`config.mk`:
```
export PLATFORM = sky130hd
export DESIGN_NAME = multiword_add_sequencer
export DESIGN_NICKNAME = d
export VERILOG_FILES = /design/src/rtl/multiword_add_sequencer.sv
export SDC_FILE = /design/constraint.sdc
export NUM_CORES = 1
export LEC_CHECK = 0
export BUFFER_PORTS_ARGS = -buffer_cell sky130_fd_sc_hd__buf_4
export CAP_MARGIN = 25
export CORE_UTILIZATION = 58
export CTS_CLUSTER_DIAMETER = 200
export CTS_CLUSTER_SIZE = 40
export DETAILED_ROUTE_END_ITERATION = 16
export GPL_ROUTABILITY_DRIVEN = 0
export HOLD_SLACK_MARGIN = 0.03
export PLACE_DENSITY = 0.84
export SYNTH_ARGS = -nofsm -noshare
export SYNTH_HDL_FRONTEND = slang
export SYNTH_SLANG_ARGS = --single-unit
```
`constraint.sdc`:
```
create_clock -name clk -period 6.1 [get_ports clk]
set_clock_uncertainty 0.1 [all_clocks]
set_input_delay 1.22 -clock clk [delete_from_list [all_inputs] [get_ports clk]]
set_output_delay 1.22 -clock clk [all_outputs]
set_load 0.02 [all_outputs]
```
`src/rtl/multiword_add_sequencer.sv`:
```
//==============================================================================
// Module      : multiword_add_sequencer
// Description : Adds or subtracts two SIZE*WORDS-bit operands with one SIZE-bit
//               adder slice, one word per cycle, least-significant word first.
// Revision    : 1.0  initial release
//==============================================================================
`default_nettype none

module multiword_add_sequencer #(
   parameter int SIZE  = 4,
   parameter int WORDS = 4
) (
   input  logic                  clk,
   input  logic                  rst,
   input  logic                  in_valid,
   output logic                  in_ready,
   input  logic [SIZE*WORDS-1:0] a,
   input  logic [SIZE*WORDS-1:0] b,
   input  logic                  cin,
   input  logic                  sub,
   output logic                  res_valid,
   input  logic                  res_ready,
   output logic [SIZE*WORDS-1:0] sum,
   output logic                  cout,
   output logic                  ovf,
   output logic                  busy
);

   localparam int W    = SIZE * WORDS;
   localparam int IDXW = (WORDS > 1) ? $clog2(WORDS) : 1;
   localparam logic [IDXW-1:0] C_LAST = IDXW'(WORDS - 1);

   localparam logic [1:0] S_IDLE = 2'd0;
   localparam logic [1:0] S_RUN  = 2'd1;
   localparam logic [1:0] S_DONE = 2'd2;

   logic [1:0]      state_q, state_d;
   logic [IDXW-1:0] idx_q, idx_d;
   logic            carry_q, carry_d;
   logic [W-1:0]    a_q, a_d;
   logic [W-1:0]    b_q, b_d;
   logic [W-1:0]    sum_q, sum_d;
   logic            cout_q, cout_d;
   logic            ovf_q, ovf_d;

   logic            w_accept;
   logic            w_last;
   logic [SIZE-1:0] w_a_word;
   logic [SIZE-1:0] w_b_word;
   logic [SIZE:0]   w_slice;
   logic            w_c_msb;

   assign w_accept = in_valid && (state_q == S_IDLE);
   assign w_last   = (idx_q == C_LAST);
   assign w_a_word = a_q[idx_q*SIZE +: SIZE];
   assign w_b_word = b_q[idx_q*SIZE +: SIZE];
   assign w_slice  = {1'b0, w_a_word} + {1'b0, w_b_word} + {{SIZE{1'b0}}, carry_q};
   // Carry into the slice MSB recovered from the sum bit; on the last word it is the carry into bit W-1.
   assign w_c_msb  = w_a_word[SIZE-1] ^ w_b_word[SIZE-1] ^ w_slice[SIZE-1];

   // State register
   always_ff @(posedge clk or posedge rst) begin
      if (rst) begin
         state_q <= S_IDLE;
      end else begin
         state_q <= state_d;
      end
   end

   // Next-state logic
   always_comb begin
      state_d = state_q;
      case (state_q)
         S_IDLE:  if (in_valid)  state_d = S_RUN;
         S_RUN:   if (w_last)    state_d = S_DONE;
         S_DONE:  if (res_ready) state_d = S_IDLE;
         default:                state_d = S_IDLE;
      endcase
   end

   // Output logic
   always_comb begin
      in_ready  = (state_q == S_IDLE);
      res_valid = (state_q == S_DONE);
      busy      = (state_q == S_RUN) || (state_q == S_DONE);
   end

   // Datapath next-state
   always_comb begin
      idx_d   = idx_q;
      carry_d = carry_q;
      a_d     = a_q;
      b_d     = b_q;
      sum_d   = sum_q;
      cout_d  = cout_q;
      ovf_d   = ovf_q;
      if (w_accept) begin
         a_d     = a;
         b_d     = sub ? ~b : b;
         carry_d = sub ? 1'b1 : cin;
         idx_d   = '0;
      end else if (state_q == S_RUN) begin
         sum_d[idx_q*SIZE +: SIZE] = w_slice[SIZE-1:0];
         carry_d = w_slice[SIZE];
         idx_d   = idx_q + 1'b1;
         if (w_last) begin
            cout_d = w_slice[SIZE];
            ovf_d  = w_c_msb ^ w_slice[SIZE];
            idx_d  = '0;
         end
      end
   end

   always_ff @(posedge clk or posedge rst) begin
      if (rst) begin
         idx_q   <= '0;
         carry_q <= 1'b0;
         a_q     <= '0;
         b_q     <= '0;
         sum_q   <= '0;
         cout_q  <= 1'b0;
         ovf_q   <= 1'b0;
      end else begin
         idx_q   <= idx_d;
         carry_q <= carry_d;
         a_q     <= a_d;
         b_q     <= b_d;
         sum_q   <= sum_d;
         cout_q  <= cout_d;
         ovf_q   <= ovf_d;
      end
   end

   assign sum  = sum_q;
   assign cout = cout_q;
   assign ovf  = ovf_q;

endmodule

`default_nettype wire

```
---- Word-level counts from Yosys, hierarchy flattened ----
Cells that the tools add are included.
cells by class
  $add $sub $neg .......................... 4
  equality and inequality tests ........... 6
  shifts and indexed selects .............. 4
  multiplexer cells ....................... 12
  bitwise operators ....................... 5
  reductions and logical operators ........ 7
operators with widths
  kind                                                                     count
  4-bit negation with 34-bit output                                        1
  4-bit by 34-bit variable shift with 16-bit output, first input constant  1
  4-bit by 34-bit variable part select with 16-bit output                  1
  16-bit by 5-bit variable part select with 4-bit output                   2
  16-bit bitwise mux                                                       1
  16-bit two-way mux                                                       1
  16-bit inverter                                                          1
  2-bit two-way mux                                                        6
  2-bit case mux with 3 select lines                                       1
  3-bit AND reduction                                                      2
  4-bit by 4-bit adder with 5-bit output                                   1
  5-bit by 1-bit adder with 5-bit output                                   1
  2-bit == test, second input constant                                     2
  2-bit inequality test, second input constant                             2
  1-bit two-way mux                                                        3
  1-bit XOR                                                                3
  2-bit by 1-bit adder with 2-bit output, second input constant            1
  2-bit by 1-bit == test with 1-bit output, second input constant          1
  2-bit zero test                                                          1
  2-bit by 1-bit inequality test with 1-bit output, second input constant  1
  2-bit AND reduction                                                      1
  2-bit nonzero test                                                       1
  1-bit logical AND                                                        1
  1-bit logical OR                                                         1
  1-bit inverter                                                           1
word-level totals
  register bits after elaboration ......... 55
  input bits .............................. 38
  output and inout bits ................... 21
  logic and storage cells ................. 46

---- Longest topological paths before layout ----
  depth after elaboration ................. 5
  gate-level depth with buffers ........... 9
  mapped depth without buffers ............ 7

---- Worst setup path before layout ----
Ideal clock, no wire load.
  kind .................................... reg2reg
  start point ............................. reg idx_q[0]
  end point ............................... reg cout_q (netlist: cout)
  setup time .............................. 125 ps
  arrival ................................. 2425 ps
  data required time ...................... 5875 ps
  slack ................................... 3450 ps
  cell stages (with the launch flop) ...... 9
  buffers on the path ..................... 2
  period minus slack after synthesis ...... 2650 ps
  path through ............................ dfrtp_1 buf_6 buf_6 mux4_2 fa_1 fa_1 nand3_1 nand2_1 mux2_2
between the ends
  word-level cells in the longest chain between the ends .. 3
  elaborated cells between the ends (all ways) .. 6
  classes of those cells .................. 2 x add/sub; 1 x eq/ne; 2 x shift; 1 x reduce/logical
ends and longest elaborated chain
  item                                                                       RTL line  source
  from (decl)                                                                38        logic [IDXW-1:0] idx_q, idx_d;
  from (signal assigned)                                                     124       idx_q <= idx_d;
  16-bit by 5-bit variable part select with 4-bit output (on tied branches)  55, 56
  4-bit by 4-bit adder with 5-bit output                                     57        assign w_slice = {1'b0, w_a_word} + {1'b0, w_b_word} + {{SIZE{1'b0}}, carry_q};
  5-bit by 1-bit adder with 5-bit output                                     57
  to (signal assigned)                                                       129       cout_q <= cout_d;
  to (decl)                                                                  43        logic cout_q, cout_d;
Parallel ways exist; a longest one is shown, timed or not.
A chain may end at the register's enable or synchronous reset.

---- Final worst setup path ----
  start point ............................. reg idx_q[0]
  end point ............................... reg sum_q[2] (netlist: sum[2])
between the ends
  word-level cells in the longest chain between the ends .. 5
  elaborated cells between the ends (all ways) .. 8
  classes of those cells .................. 3 x add/sub; 4 x shift; 1 x mux
ends and longest elaborated chain
  item                                                                       RTL line  source
  16-bit by 5-bit variable part select with 4-bit output (on tied branches)  55, 56
  4-bit by 4-bit adder with 5-bit output                                     57
  5-bit by 1-bit adder with 5-bit output                                     57
  4-bit by 34-bit variable part select with 16-bit output                    103       sum_d[idx_q*SIZE +: SIZE] = w_slice[SIZE-1:0];
  16-bit bitwise mux (*)                                                     103
  to (signal assigned)                                                       128       sum_q <= sum_d;
  to (decl)                                                                  42        logic [W-1:0] sum_q, sum_d;
Mark *: on every way between the ends. The rest lies on a longest branch, timed or not.

==> results.py <==
metrics = {
    "clock_tree": {
        "postCtsSetupBuffers": 0,
        "ctsResizeCount": 0,
        "numCtsBuffers": 5,
        "clk_latency_ns": 0.31,
        "h-tree-depth": 2,
        "ctsHoldBuffers": 0,
        "cts_tree": "done",
        "cts.clk_slew.worst_paths_ns": 0.09,
        "clock-root-buffer": "clkbuf_8",
        "cts_num_sinks": 55,
        "cts.path.max_buffers": 2,
    },
    "grt": {
        "grt_max_degree": 52,
        "grt_pass1_wl_um": 8410,
        "overflow": 0,
        "grt_pass1_vias": 1819,
        "track_usage_pct": 22.3,
        "antenna_found_initial": 0,
    },
    "critical_path": {
        "r2r-end": "sum[2]$_DFFE_PP0P_",
        "path_class": "flip-flop to flip-flop",
        "path_max_fanout": 18,
        "startpoint_type": "flip-flop",
        "r2r-start": "idx_q[0]$_DFFE_PP0P_",
        "critPathSlowestCell": "dfrtp_1",
        "crit_top_cell": "fa_1",
        "required_ns": 6.23,
        "setup.worst_path.end_class": "flip-flop",
        "reg2reg_slack_ns": 2.95,
        "cp_data_arrival_time_ns": 3.28,
        "reg2reg_depth": 6,
        "max_stage_delay_ns": 0.88,
        "crit_chain": "mux4_2, fa_1, fa_1, xor2_1, nand2_1, o21ai_0",
    },
    "power": {
        "powerDensity_nw_per_um2": 546,
        "ir_worst_vdd_uv": 250,
        "finalPower_uw": 1770,
        "leakagePower_uw": 0.00153,
    },
    "routing": {
        "vias_per_cell": 5.57,
        "drtAntennaViolNets": 0,
        "vias": 1823,
        "post_drt_wl_per_cell_um": 15.1,
        "detail_route.first_pass.iterations": 4,
        "routed_wl_um": 4950,
        "drt_iter0_drc": 98,
        "drc": 0,
    },
    "timing": {
        "drv_slew": 0,
        "fmax_mhz": 317,
        "relSlewSlack_pct": 41.8,
        "setup_viol": 0,
        "fin_crit_sh_pct": 51.6,
        "setup_tns_ns": 0,
        "period_minus_slack_ns": 3.15,
        "worst_pin_slew_ns": 0.869,
        "finalHoldViolations": 0,
        "rsz0062_at_grt": "no",
        "hold_ws_ns": 0.385,
    },
    "layout": {
        "layout.cells.non_filler": 327,
        "area_delta_synth_final_pct": 20.0,
        "layout.nets": 327,
        "drive_above_1_share_pct": 34.9,
        "antennaDiodeCount": 0,
    },
    "worst_hold_path": {
        "hold_end": "b_q[13]$_DFFE_PP0P_",
        "hold_path.class": "flip-flop to flip-flop",
        "worstHoldPathCells": 2,
        "hold_start": "b_q[13]$_DFFE_PP0P_",
    },
    "floorplanning": {
        "die_area_um2": 4920,
        "pin_count": 59,
        "rows": 24,
        "start_util_pct": 61.0,
        "core_area_um2": 4410,
        "fp.dieH_um": 70.2,
        "chipWidth_um": 70.2,
    },
    "yosys": {
        "syn_area_per_cell_um2": 12.2,
        "synth_warnings": 0,
        "postSynthCellCount": 220,
        "ys.flop_type": "dfrtp_1",
        "synth-edff-count": 0,
        "ys_ff_latch": 55,
        "synthArstFlopShare_pct": 100,
        "synth_cell_types": 29,
        "seq_area_frac_synth_pct": 51.1,
        "synth_top_area_share_pct": 51.1,
        "netlist_area_um2": 2690,
        "yosys-top-cells-area": "dfrtp_1, mux2_2, mux4_2, ha_1, xnor2_1",
        "synth_nets": 272,
        "synth_area_leader_cell": "dfrtp_1",
    },
    "run": {
        "maxCapViolations": 0,
    },
    "placement": {
        "place_inst": 320,
        "io_buffers": 58,
        "dpl.hpwl_um": 3600,
    },
    "status": {
        "outcome": "finished clean",
    },
}
==> registers in the layout, summed over array words and instances, names as in the netlist <==
name / flops
state_q: 2
sum: 16
idx_q: 2
a_q: 16
ovf: 1
b_q: 16
carry_q: 1
cout: 1
==> cell usage after synthesis (2+ instances only) <==
master / number
o21ai_0: 23
inv_1: 7
nor2b_1: 2
buf_2: 4
mux4_2: 8
nand2_1: 30
dfrtp_1: 55
buf_6: 2
fa_1: 2
nor2_1: 2
a22o_1: 13
xor2_1: 2
nand3_1: 4
mux2i_1: 2
clkbuf_1: 3
mux2_2: 17
xnor2_1: 17
a21oi_1: 4
ha_1: 12
buf_4: 2
==> report_power, final <==
group / internal [µW] / total, µW / switching, µW
registers: 525 / 641 / 115
clock network: 89.3 / 199 / 110
logic: 426 / 927 / 500
==> routing by layer <==
layer,global-route usage [%],vias up,wire length (µm)
li1,-,879,-
met1,28.1,888,2110
met2,38.1,47,2560
met3,5.63,9,212
met4,6.89,0,64
met5,0,-,0
==> cell families after synthesis <==
| kind of cell | count (synthesis) | share of synthesized area [%] |
|---|---|---|
| mux | 27 | 14.5 |
| simple gates | 43 | 7.25 |
| flops | 55 | 51.1 |
| xor+xnor | 19 | 6.18 |
| fa+ha+maj | 14 | 7.06 |
| compound gates | 43 | 10.2 |
| buf+inv | 19 | 3.67 |
==> critical path: cells and delay by family (launching register included) <==
kind | cells | cell delay [ns]
AO/OA/AOI/OAI | 1 | 0.15
XOR/XNOR | 1 | 0.35
adder cells (fa/ha/maj) | 2 | 0.87
flip-flops | 1 | 0.88
multiplexers | 1 | 0.63
AND/OR/NAND/NOR | 1 | 0.09
==> stage by stage <==
step | area [µm²] | setup WS, ns | utilization [%]
after detailed placement | 3150 | 2.98 | 71.3
after CTS | 3230 | 2.93 | 73.2
after floorplan | 2690 | 3.44 | -
after global routing | 3230 | 2.71 | 73.2
after global placement | 3130 | 3.05 | 70.8
final | 3230 | 2.95 | 73.2
==> cell type report <==
type	instances	area, µm²
Inverter	8	30.0
Fill cell	324	1180
Sequential cell	55	1380
Clock inverter	1	5.00
Multi-Input combinational cell	146	1220
Timing Repair Buffer	59	455
Clock buffer	6	82.6
Tap cell	52	65.1
==> worst max path at each step <==
stage	from	end	slack [ns]	cells past startpoint
3_5_place_dp	idx_q[0]$_DFFE_PP0P_	sum[2]$_DFFE_PP0P_	2.98	6
4_1_cts	idx_q[0]$_DFFE_PP0P_	sum[2]$_DFFE_PP0P_	2.93	6
6_report	idx_q[0]$_DFFE_PP0P_	sum[2]$_DFFE_PP0P_	2.95	6
5_1_grt	idx_q[0]$_DFFE_PP0P_	sum[2]$_DFFE_PP0P_	2.71	6
2_1_floorplan	rst	a_q[0]$_DFFE_PP0P_	3.44	1
3_3_place_gp	idx_q[0]$_DFFE_PP0P_	sum[2]$_DFFE_PP0P_	3.05	6
==> placed cells by master (no fill, tap or decap), drive strengths merged, types with 8 or more instances in the layout <==
cell	netlist	final
o21ai	23	23
ha	12	12
dfrtp	55	55
nand2	31	31
a22o	13	13
inv	8	8
mux2	17	17
buf	8	59
mux4	8	8
xnor2	17	17
(Power assumes the default switching activity.)
